## src/rtl/fpu_issue_ctrl.sv

```systemverilog
// fpu_issue_ctrl: single-issue sequencer that drives a registered command into a combinational
// FPU, waits RESULT_LAT cycles, then returns result and flags. Option macro: FPU_NANBOX_EN.
module fpu_issue_ctrl #(
  parameter int unsigned RESULT_LAT = 1
) (
  input  logic        clk,
  input  logic        rst_n,
  input  logic        req_valid,
  output logic        req_ready,
  input  logic [6:0]  req_func7,
  input  logic [2:0]  req_func3,
  input  logic [4:0]  req_rs2,
  input  logic [4:0]  req_rd,
  input  logic [63:0] req_a,
  input  logic [63:0] req_b,
  input  logic [2:0]  fcsr_frm,
  output logic [6:0]  fpu_func7,
  output logic [2:0]  fpu_func3,
  output logic [4:0]  fpu_rs2,
  output logic [63:0] fpu_operand_a,
  output logic [63:0] fpu_operand_b,
  input  logic [63:0] fpu_result,
  input  logic        fpu_flag_invalid,
  input  logic        fpu_flag_divbyzero,
  input  logic        fpu_flag_overflow,
  input  logic        fpu_flag_underflow,
  input  logic        fpu_flag_inexact,
  input  logic        fpu_flag_cmp,
  output logic        rsp_valid,
  input  logic        rsp_ready,
  output logic [4:0]  rsp_rd,
  output logic [63:0] rsp_data,
  output logic [4:0]  rsp_fflags,
  output logic        rsp_illegal,
  output logic [4:0]  fflags,
  input  logic        fflags_clr,
  output logic        busy
);

  localparam logic [6:0] F_CMP_S = 7'h50;
  localparam logic [6:0] F_CMP_D = 7'h51;
  localparam logic [3:0] LAT     = 4'(RESULT_LAT);

  typedef enum logic [1:0] {IDLE, EXEC, RESP} state_e;

  function automatic logic op_supported(input logic [6:0] f7);
    case (f7)
      7'h00, 7'h04, 7'h01, 7'h05, 7'h50, 7'h51,
      7'h21, 7'h60, 7'h69, 7'h20, 7'h61, 7'h68: return 1'b1;
      default:                                  return 1'b0;
    endcase
  endfunction

`ifdef FPU_NANBOX_EN
  function automatic logic single_result(input logic [6:0] f7);
    case (f7)
      7'h00, 7'h04, 7'h20, 7'h68: return 1'b1;
      default:                    return 1'b0;
    endcase
  endfunction
`endif

  state_e      state_q, state_d;
  logic [3:0]  cnt_q, cnt_d;
  logic [6:0]  fpu_func7_q, fpu_func7_d;
  logic [2:0]  fpu_func3_q, fpu_func3_d;
  logic [4:0]  fpu_rs2_q, fpu_rs2_d;
  logic [63:0] fpu_a_q, fpu_a_d;
  logic [63:0] fpu_b_q, fpu_b_d;
  logic [4:0]  rsp_rd_q, rsp_rd_d;
  logic [63:0] rsp_data_q, rsp_data_d;
  logic [4:0]  rsp_fflags_q, rsp_fflags_d;
  logic        rsp_illegal_q, rsp_illegal_d;
  logic [4:0]  fflags_q, fflags_d;

  logic        req_is_cmp;
  logic [2:0]  req_rm;
  logic        req_legal;
  logic [63:0] cap_data;
  logic        handshake;

  always_comb begin
    // NOTE: every _d defaults to its _q first, so no branch below can leave one unassigned and infer a latch.
    state_d       = state_q;
    cnt_d         = cnt_q;
    fpu_func7_d   = fpu_func7_q;
    fpu_func3_d   = fpu_func3_q;
    fpu_rs2_d     = fpu_rs2_q;
    fpu_a_d       = fpu_a_q;
    fpu_b_d       = fpu_b_q;
    rsp_rd_d      = rsp_rd_q;
    rsp_data_d    = rsp_data_q;
    rsp_fflags_d  = rsp_fflags_q;
    rsp_illegal_d = rsp_illegal_q;
    fflags_d      = fflags_q;

    // Compare ops use func3 as the predicate select, so it is neither resolved nor range-checked.
    req_is_cmp = (req_func7 == F_CMP_S) || (req_func7 == F_CMP_D);
    req_rm     = (!req_is_cmp && req_func3 == 3'b111) ? fcsr_frm : req_func3;
    req_legal  = op_supported(req_func7) && (req_is_cmp || req_rm < 3'd5);

    if (fpu_func7_q == F_CMP_S || fpu_func7_q == F_CMP_D) begin
      cap_data = {63'b0, fpu_flag_cmp};
    end else begin
      cap_data = fpu_result;
`ifdef FPU_NANBOX_EN
      if (single_result(fpu_func7_q)) cap_data[63:32] = 32'hFFFF_FFFF;
`endif
    end

    handshake = (state_q == RESP) && rsp_ready;

    case (state_q)
      IDLE: begin
        if (req_valid) begin
          rsp_rd_d = req_rd;
          if (req_legal) begin
            fpu_func7_d = req_func7;
            fpu_func3_d = req_rm;
            fpu_rs2_d   = req_rs2;
            fpu_a_d     = req_a;
            fpu_b_d     = req_b;
            cnt_d       = LAT;
            state_d     = EXEC;
          end else begin
            rsp_illegal_d = 1'b1;
            rsp_data_d    = 64'b0;
            rsp_fflags_d  = 5'b0;
            state_d       = RESP;
          end
        end
      end
      EXEC: begin
        if (cnt_q == 4'd1) begin
          rsp_data_d    = cap_data;
          rsp_fflags_d  = {fpu_flag_invalid, fpu_flag_divbyzero, fpu_flag_overflow,
                           fpu_flag_underflow, fpu_flag_inexact};
          rsp_illegal_d = 1'b0;
          state_d       = RESP;
        end else begin
          cnt_d = cnt_q - 4'd1;
        end
      end
      RESP: begin
        if (rsp_ready) state_d = IDLE;
      end
      default: state_d = IDLE;
    endcase

    // A clear coinciding with a handshake keeps only the completing op's flags.
    if (fflags_clr && handshake) fflags_d = rsp_fflags_q;
    else if (fflags_clr)         fflags_d = 5'b0;
    else if (handshake)          fflags_d = fflags_q | rsp_fflags_q;
  end

  // NOTE: sequential state uses non-blocking assignments only; every register, datapath included, is reset.
  always_ff @(posedge clk or negedge rst_n) begin
    if (!rst_n) begin
      state_q       <= IDLE;
      cnt_q         <= 4'b0;
      fpu_func7_q   <= 7'b0;
      fpu_func3_q   <= 3'b0;
      fpu_rs2_q     <= 5'b0;
      fpu_a_q       <= 64'b0;
      fpu_b_q       <= 64'b0;
      rsp_rd_q      <= 5'b0;
      rsp_data_q    <= 64'b0;
      rsp_fflags_q  <= 5'b0;
      rsp_illegal_q <= 1'b0;
      fflags_q      <= 5'b0;
    end else begin
      state_q       <= state_d;
      cnt_q         <= cnt_d;
      fpu_func7_q   <= fpu_func7_d;
      fpu_func3_q   <= fpu_func3_d;
      fpu_rs2_q     <= fpu_rs2_d;
      fpu_a_q       <= fpu_a_d;
      fpu_b_q       <= fpu_b_d;
      rsp_rd_q      <= rsp_rd_d;
      rsp_data_q    <= rsp_data_d;
      rsp_fflags_q  <= rsp_fflags_d;
      rsp_illegal_q <= rsp_illegal_d;
      fflags_q      <= fflags_d;
    end
  end

  assign req_ready     = (state_q == IDLE);
  assign rsp_valid     = (state_q == RESP);
  assign busy          = (state_q != IDLE);
  assign fpu_func7     = fpu_func7_q;
  assign fpu_func3     = fpu_func3_q;
  assign fpu_rs2       = fpu_rs2_q;
  assign fpu_operand_a = fpu_a_q;
  assign fpu_operand_b = fpu_b_q;
  assign rsp_rd        = rsp_rd_q;
  assign rsp_data      = rsp_data_q;
  assign rsp_fflags    = rsp_fflags_q;
  assign rsp_illegal   = rsp_illegal_q;
  assign fflags        = fflags_q;

endmodule

```

## config.mk

```make
export PLATFORM = sky130hd
export DESIGN_NAME = fpu_issue_ctrl
export DESIGN_NICKNAME = d
export VERILOG_FILES = /design/src/rtl/fpu_issue_ctrl.sv
export SDC_FILE = /design/constraint.sdc
export NUM_CORES = 1
export LEC_CHECK = 0
export ABC_AREA = 0
export BUFFER_PORTS_ARGS = -buffer_cell sky130_fd_sc_hd__buf_4
export CAP_MARGIN = 15
export CORE_AREA = 10 10 166 168
export CTS_CLUSTER_SIZE = 14
export DETAILED_ROUTE_END_ITERATION = 8
export DIE_AREA = 0 0 176 178
export GPL_TIMING_DRIVEN = 0
export PLACE_DENSITY = 0.65
export SETUP_SLACK_MARGIN = 0.02
export SYNTH_ARGS = -nofsm -noshare
export SYNTH_HDL_FRONTEND = slang
export SYNTH_SLANG_ARGS = --single-unit
```

## constraint.sdc

```tcl
create_clock -name clk -period 2.4 [get_ports clk]
set_input_delay 0.48 -clock clk [delete_from_list [all_inputs] [get_ports clk]]
set_output_delay 0.48 -clock clk [all_outputs]
set_load 0.01 [all_outputs]
```

# --- Word-level counts from Yosys, hierarchy flattened ---
# Cells that the tools add are included.
# Widths: inputs -> output; s select.
totals:
  elab_cells: 84
  out_inout_bits: 226
  input_bits: 226
  reg_bits: 229
op_classes:
  n_reduce_logical: 19
  bitwise: 1
  muxes: 27
  addsub: 1
  n_lt_le_gt_ge: 1
  n_eq_ne: 23
ops:
  columns: ["op", "n"]
  rows:
  - ["$mux 64", 4]
  - ["$pmux 64 s2", 1]
  - ["$eq 7x7->1 const B", 8]
  - ["$mux 5", 6]
  - ["$eq 7x3->1 const B", 2]
  - ["$eq 7x6->1 const B", 2]
  - ["$mux 4", 3]
  - ["$reduce_or 12->1", 1]
  - ["$pmux 5 s2", 1]
  - ["$mux 2", 4]
  - ["$ne 2x2->1 const B", 4]
  - ["$pmux 4 s2", 1]
  - ["$reduce_and 4->1", 2]
  - ["$eq 7x1->1 const B", 1]
  - ["$logic_not 7->1", 1]
  - ["$pmux 2 s3", 1]
  - ["$reduce_and 3->1", 2]
  - ["$or 5x5->5", 1]
  - ["$eq 4x1->1 const B", 1]
  - ["$logic_and 1x1->1", 4]
  - ["$mux 1", 4]
  - ["$ne 2x1->1 const B", 2]
  - ["$reduce_bool 2->1", 2]
  - ["$sub 4x1->4 const B", 1]
  - ["11 further kinds", 13]

# --- Logic depth before layout (Yosys ltp) ---
depth:
  word_depth: 11
  depth_mapped: 8
  mapped_depth_nobuf: 6

# --- Worst setup path after synthesis ---
# Ideal clock, no wire load.
synth_path:
  path_kind: "input port to flip-flop"
  start: "input port req_func7[5]"
  end: "register fpu_a_q[0] (netlist: fpu_operand_a[0])"
  arrival_ns: 2.160
  n_path_buf: 3
  path_slack_ns: 0.113
  setup_ns: 0.128
  cell_stages: 7
  required_ns: 2.272
  path_cell_list: "or3b_1 a311oi_2 o221a_2 buf_2 buf_6 buf_4 mux2_1"
synth_between:
  elab_chain_cells: 9
  elab_cells_between_ends: 22
  cone_classes: "order compare (1); eq/ne (11); mux (2); reduce/logical (8)"
synth_lines:
  columns: ["element", "line_no", "text"]
  rows:
  - ["from (decl)", "10", "input logic [6:0] req_func7,"]
  - ["$eq 7x7->1", "47, 98", null]
  - ["$logic_or 1x1->1", "98", "req_is_cmp = (req_func7 == F_CMP_S) || (req_func7 == F_CMP_D);"]
  - ["$logic_not 1->1", "99", "req_rm = (!req_is_cmp && req_func3 == 3'b111) ? fcsr_frm : req_func3;"]
  - ["$logic_and 1x1->1", "99", null]
  - ["$mux 3", "99", null]
  - ["$lt 3x3->1", "100", "req_legal = op_supported(req_func7) && (req_is_cmp || req_rm < 3'd5);"]
  - ["$logic_or 1x1->1", "100", null]
  - ["$logic_and 1x1->1 *", "100", null]
  - ["$reduce_and 3->1 (no source line) *", null, null]
  - ["to (signal assigned)", "177", "fpu_a_q <= fpu_a_d;"]
  - ["to (decl)", "68", "logic [63:0] fpu_a_q, fpu_a_d;"]
# Every way passes the cells marked *; elsewhere a longest branch is shown, timed or not.
# A chain may end at the register's enable or synchronous reset.

# --- Worst setup path in the final report ---
layout_path:
  start: "register state_q[0]"
  end: "register fpu_a_q[0] (netlist: fpu_operand_a[0])"
layout_between:
  elab_chain_cells: 2
layout_lines:
  columns: ["element", "line_no", "text"]
  rows:
  - ["from (decl)", "63", "state_e state_q, state_d;"]
  - ["from (signal assigned)", "172", "state_q <= state_d;"]
  - ["$logic_not 2->1", "113", "case (state_q)"]
  - ["$reduce_and 3->1 (no source line)", null, null]
# No other way between the ends.

==> impl_metrics.csv <==
group,metric,value,unit
cells_and_area,post_layout_nonfiller_instances,1527,
yosys,most_common_cell_in_the_synthesized_netlist,"sky130_fd_sc_hd__dfrtp_1",
yosys,synth_area_leader_cell,"sky130_fd_sc_hd__dfrtp_1",
clock_network,cts_inserted_buffers,26,
floorplan,std_cell_rows,57,
sta,min_period,2.23,ns
yosys,synthArstFlopShare,100,%
status,outcome,"complete, no violations",
clock_network,cts_buffer_depth,3,
job,max_cap_viol_count,0,
hold_path,hold_path_end,"fpu_operand_b[50]",
floorplan,core_area,24100,um2
cells_and_area,fillCellCount,1986,
drt,antenna_violating_nets_post_route,0,
yosys,post_synth.cell_area_avg,13.2,um2
yosys,gate_count_after_technology_mapping,702,
critical_path,critical_path.reg2reg.endpoint,"fpu_operand_a[0]",
hold_path,min-delay-path-class,"primary input to flop",
global_routing,number_of_antenna_violations_at_the_first_check_in_global_routing,1,
hold_path,holdPathStages,2,
drt,via_density_per_instance,4.88,
critical_path,crit_path_end_kind,"flop",
global_routing,gr-total-overflow,0,
power,power-per-cell-area,951,nW/um2
yosys,synth_edf_count,0,
critical_path,critical_path.max_fanout,10,
clock_network,clkSinkCount,229,
clock_network,clkLatencyLatePin,0.52,ns
floorplan,initial_core_utilization,38.3,%
power,power.leakage,6.96,nW
critical_path,setup.worst_path.class,"flop to flop",
placement,hpwlAfterDp,26.4,mm
drt,first_pass_iters,4,
power,sequentialPowerShare,40.1,%
power,power.total,13.4,mW
cells_and_area,nets,1413,
sta,final.period_utilization,92.7,%
sta,worst-slew-pin-transition,0.758,ns
sta,maximum_frequency_from_static_timing_analysis,449,MHz
clock_network,cts.reportedPaths.clkPinSlew,0.06,ns
power,p_sw,3.82,mW
placement,buffer_ports.inserted,451,
sta,worst_clock_skew,0.00981,ns
sta,slew_viol_final,0,
yosys,yosysTopAreaCellShare,62.1,%
global_routing,grt_pass1_wl,48.9,mm
critical_path,worstPathRequired,2.80,ns
yosys,seq_area_frac_synth,62.1,%
clock_network,cts_htree_levels,1,
clock_network,tritoncts,"done",
yosys,synth_top_cells_by_area,"sky130_fd_sc_hd__dfrtp_1, sky130_fd_sc_hd__mux2_1, sky130_fd_sc_hd__mux2_2",
power,clkPwrFrac,31.7,%
critical_path,crit_arrival,2.62,ns
critical_path,timing.critical_path.from_type,"flop",
global_routing,vias_in_the_first_global_route,7880,
floorplan,die_x,176,um
critical_path,r2r_start,"state_q[0]",
drt,drt_first_iter_violations,355,
drt,vias,7459,
power,switching_share,28.5,%
sta,setup_viol,0,
placement,total_placed_instance_area,13100,um2
sta,fin_tns_setup,0,ns
drt,finalWirelength,33.1,mm
clock_network,cts-root-buf,"sky130_fd_sc_hd__clkbuf_16",
critical_path,reg2regPathDepth,7,
yosys,synthesis.yosys.warnings,0,
sta,final-hold-violation-count,0,
yosys,yosys_most_used_dff,"sky130_fd_sc_hd__dfrtp_1",
cells_and_area,syn2layout_area_growth,52.7,%
power,max-vdd-ir-drop,650,uV
global_routing,grt_start_max_net_pins,109,
yosys,flop_and_latch_count_out_of_synthesis,229,
cells_and_area,stdcell_area,14100,um2
global_routing,globalRouteTotalUtil,20.0,%
yosys,synth.distinct_cells,45,
placement,gp_routability_congestion,0.815,
power,cellInternalPower,9.58,mW
drt,wl_per_cell,21.6,um
sta,max_slew_margin,49.5,%
floorplan,die_height,178,um
floorplan,io_pins,452,
cells_and_area,final_layout_size_suffix_gt1_share,48.3,%
sta,hold_slack,0.170,ns
drt,drcViolationCount,0,
critical_path,r2r_slack,0.17,ns
yosys,synth_area,9230,um2
hold_path,worst_min_path_start,"req_b[50]",
sta,rsz0062_at_grt,"false",
yosys,synth_nets,930,
floorplan,floorplan.die_area,31300,um2
yosys,yosys-top-cells-count,"sky130_fd_sc_hd__dfrtp_1, sky130_fd_sc_hd__mux2_1, sky130_fd_sc_hd__inv_1",
placement,dpl.cell_count,1479,
power,part_of_the_power_in_combinational_logic,28.2,%
what timing repair did:
item,CTS,global route
hold buffers,1,0
pin swaps,1,1
gates resized for setup,11,6
buffers inserted,0,2
endpoints found under the hold margin,35,0
endpoints found under the setup margin,205,151
stage by stage:
step | worst slack [ns] | utilization [%]
2_1_floorplan | 0.113 | -
3_3_place_gp | -1.03 | 54.0
3_5_place_dp | -0.406 | 54.3
4_1_cts | 0.0271 | 58.3
5_1_grt | 0.00679 | 58.5
6_report | 0.175 | 58.5
cells in the final DEF (no fill, tap or decap), drive strengths merged, types with 2 or more instances in the layout:
| cell | instances |
|---|---|
| buf | 471 |
| dfrtp | 229 |
| mux2 | 146 |
| inv | 84 |
| o21ai | 77 |
| a22oi | 68 |
| clkbuf | 58 |
| nand2 | 9 |
| nor2 | 8 |
| nor3 | 4 |
| bufinv | 4 |
| nor2b | 3 |
| o22ai | 2 |
| nand2b | 2 |
| nand3 | 2 |
| xor2 | 2 |
| o31a | 2 |
| ha | 2 |
| clkinv | 2 |
| or3b | 2 |
| and2 | 2 |
| o221ai | 2 |
| a211oi | 2 |
critical path: stages (launching register included):
cell and delay [ns]:
sky130_fd_sc_hd__dfrtp_1 0.48, sky130_fd_sc_hd__nor2_4 0.17, sky130_fd_sc_hd__and2_4 0.27, sky130_fd_sc_hd__o221a_2 0.20, sky130_fd_sc_hd__buf_2 0.19, sky130_fd_sc_hd__buf_6 0.21
sky130_fd_sc_hd__buf_4 0.23, sky130_fd_sc_hd__mux2_1 0.34
flip-flops by register name, summed over array words and instances, names as in the netlist:
signal,count
cnt_q,4
fflags,5
fpu_func3,3
fpu_func7,7
fpu_operand_a,64
fpu_operand_b,64
fpu_rs2,5
rsp_data,64
rsp_fflags,5
rsp_illegal,1
rsp_rd,5
state_q,2
layer usage:
| layer | track usage, % | up-vias | routed length (um) |
|---|---|---|---|
| met1 | 21.8 | 3666 | 12200 |
| met4 | 3.96 | 0 | 380 |
| met5 | 0 | - | 0 |
| met2 | 36.0 | 333 | 16900 |
| li1 | - | 3431 | - |
| met3 | 8.31 | 29 | 3500 |
cell type report:
cell class,instances,area [um2],share of cell area (%)
sequential,229,5730,40.6
antenna,1,2.50,0.0178
timing repair buffer,456,3490,24.7
clock inverter,7,139,0.985
multi-input combinational,353,3010,21.3
buffer,36,229,1.62
clock buffer,38,787,5.58
tap,324,405,2.88
inverter,83,312,2.21
power by group through the flow:
stage / combinational [mW] / clock [mW] / sequential (mW)
3_3_place_gp: 3.81 / 0 / 5.37
3_5_place_dp: 3.85 / 0 / 5.43
2_1_floorplan: 0.928 / 0 / 5.84
6_report: 3.78 / 4.25 / 5.37
5_1_grt: 4.09 / 4.50 / 5.50
4_1_cts: 3.87 / 4.35 / 5.37
worst max path at each step:
stage / startpoint / endpoint / slack, ns / cells past startpoint
after floorplan: req_func7[5] / fpu_operand_a[0] / 0.11 / 7
after global placement: rst_n / fpu_operand_a[36] / -1.03 / 1
after detailed placement: state_q[0] / fpu_operand_a[0] / -0.41 / 8
after CTS: state_q[0] / fpu_operand_a[1] / 0.03 / 7
after global routing: cnt_q[1] / rsp_data[59] / 0.007 / 8
final: state_q[0] / fpu_operand_a[0] / 0.17 / 7
kinds of logic (layout without fill, tap and decap cells):
group / after synthesis / in the layout / share of synthesized area, %
AOI/OAI and AO/OA: 164 / 164 / 11.5
and+or+nand+nor: 39 / 39 / 2.33
muxes: 146 / 146 / 17.8
adders and majority gates: 2 / 2 / 0.271
DFF: 229 / 229 / 62.1
xor gates and xnor gates: 2 / 2 / 0.190
buffers and inverters: 120 / 620 / 5.80
other: 0 / 1 / 0
Power figures use the tool's default switching activity.
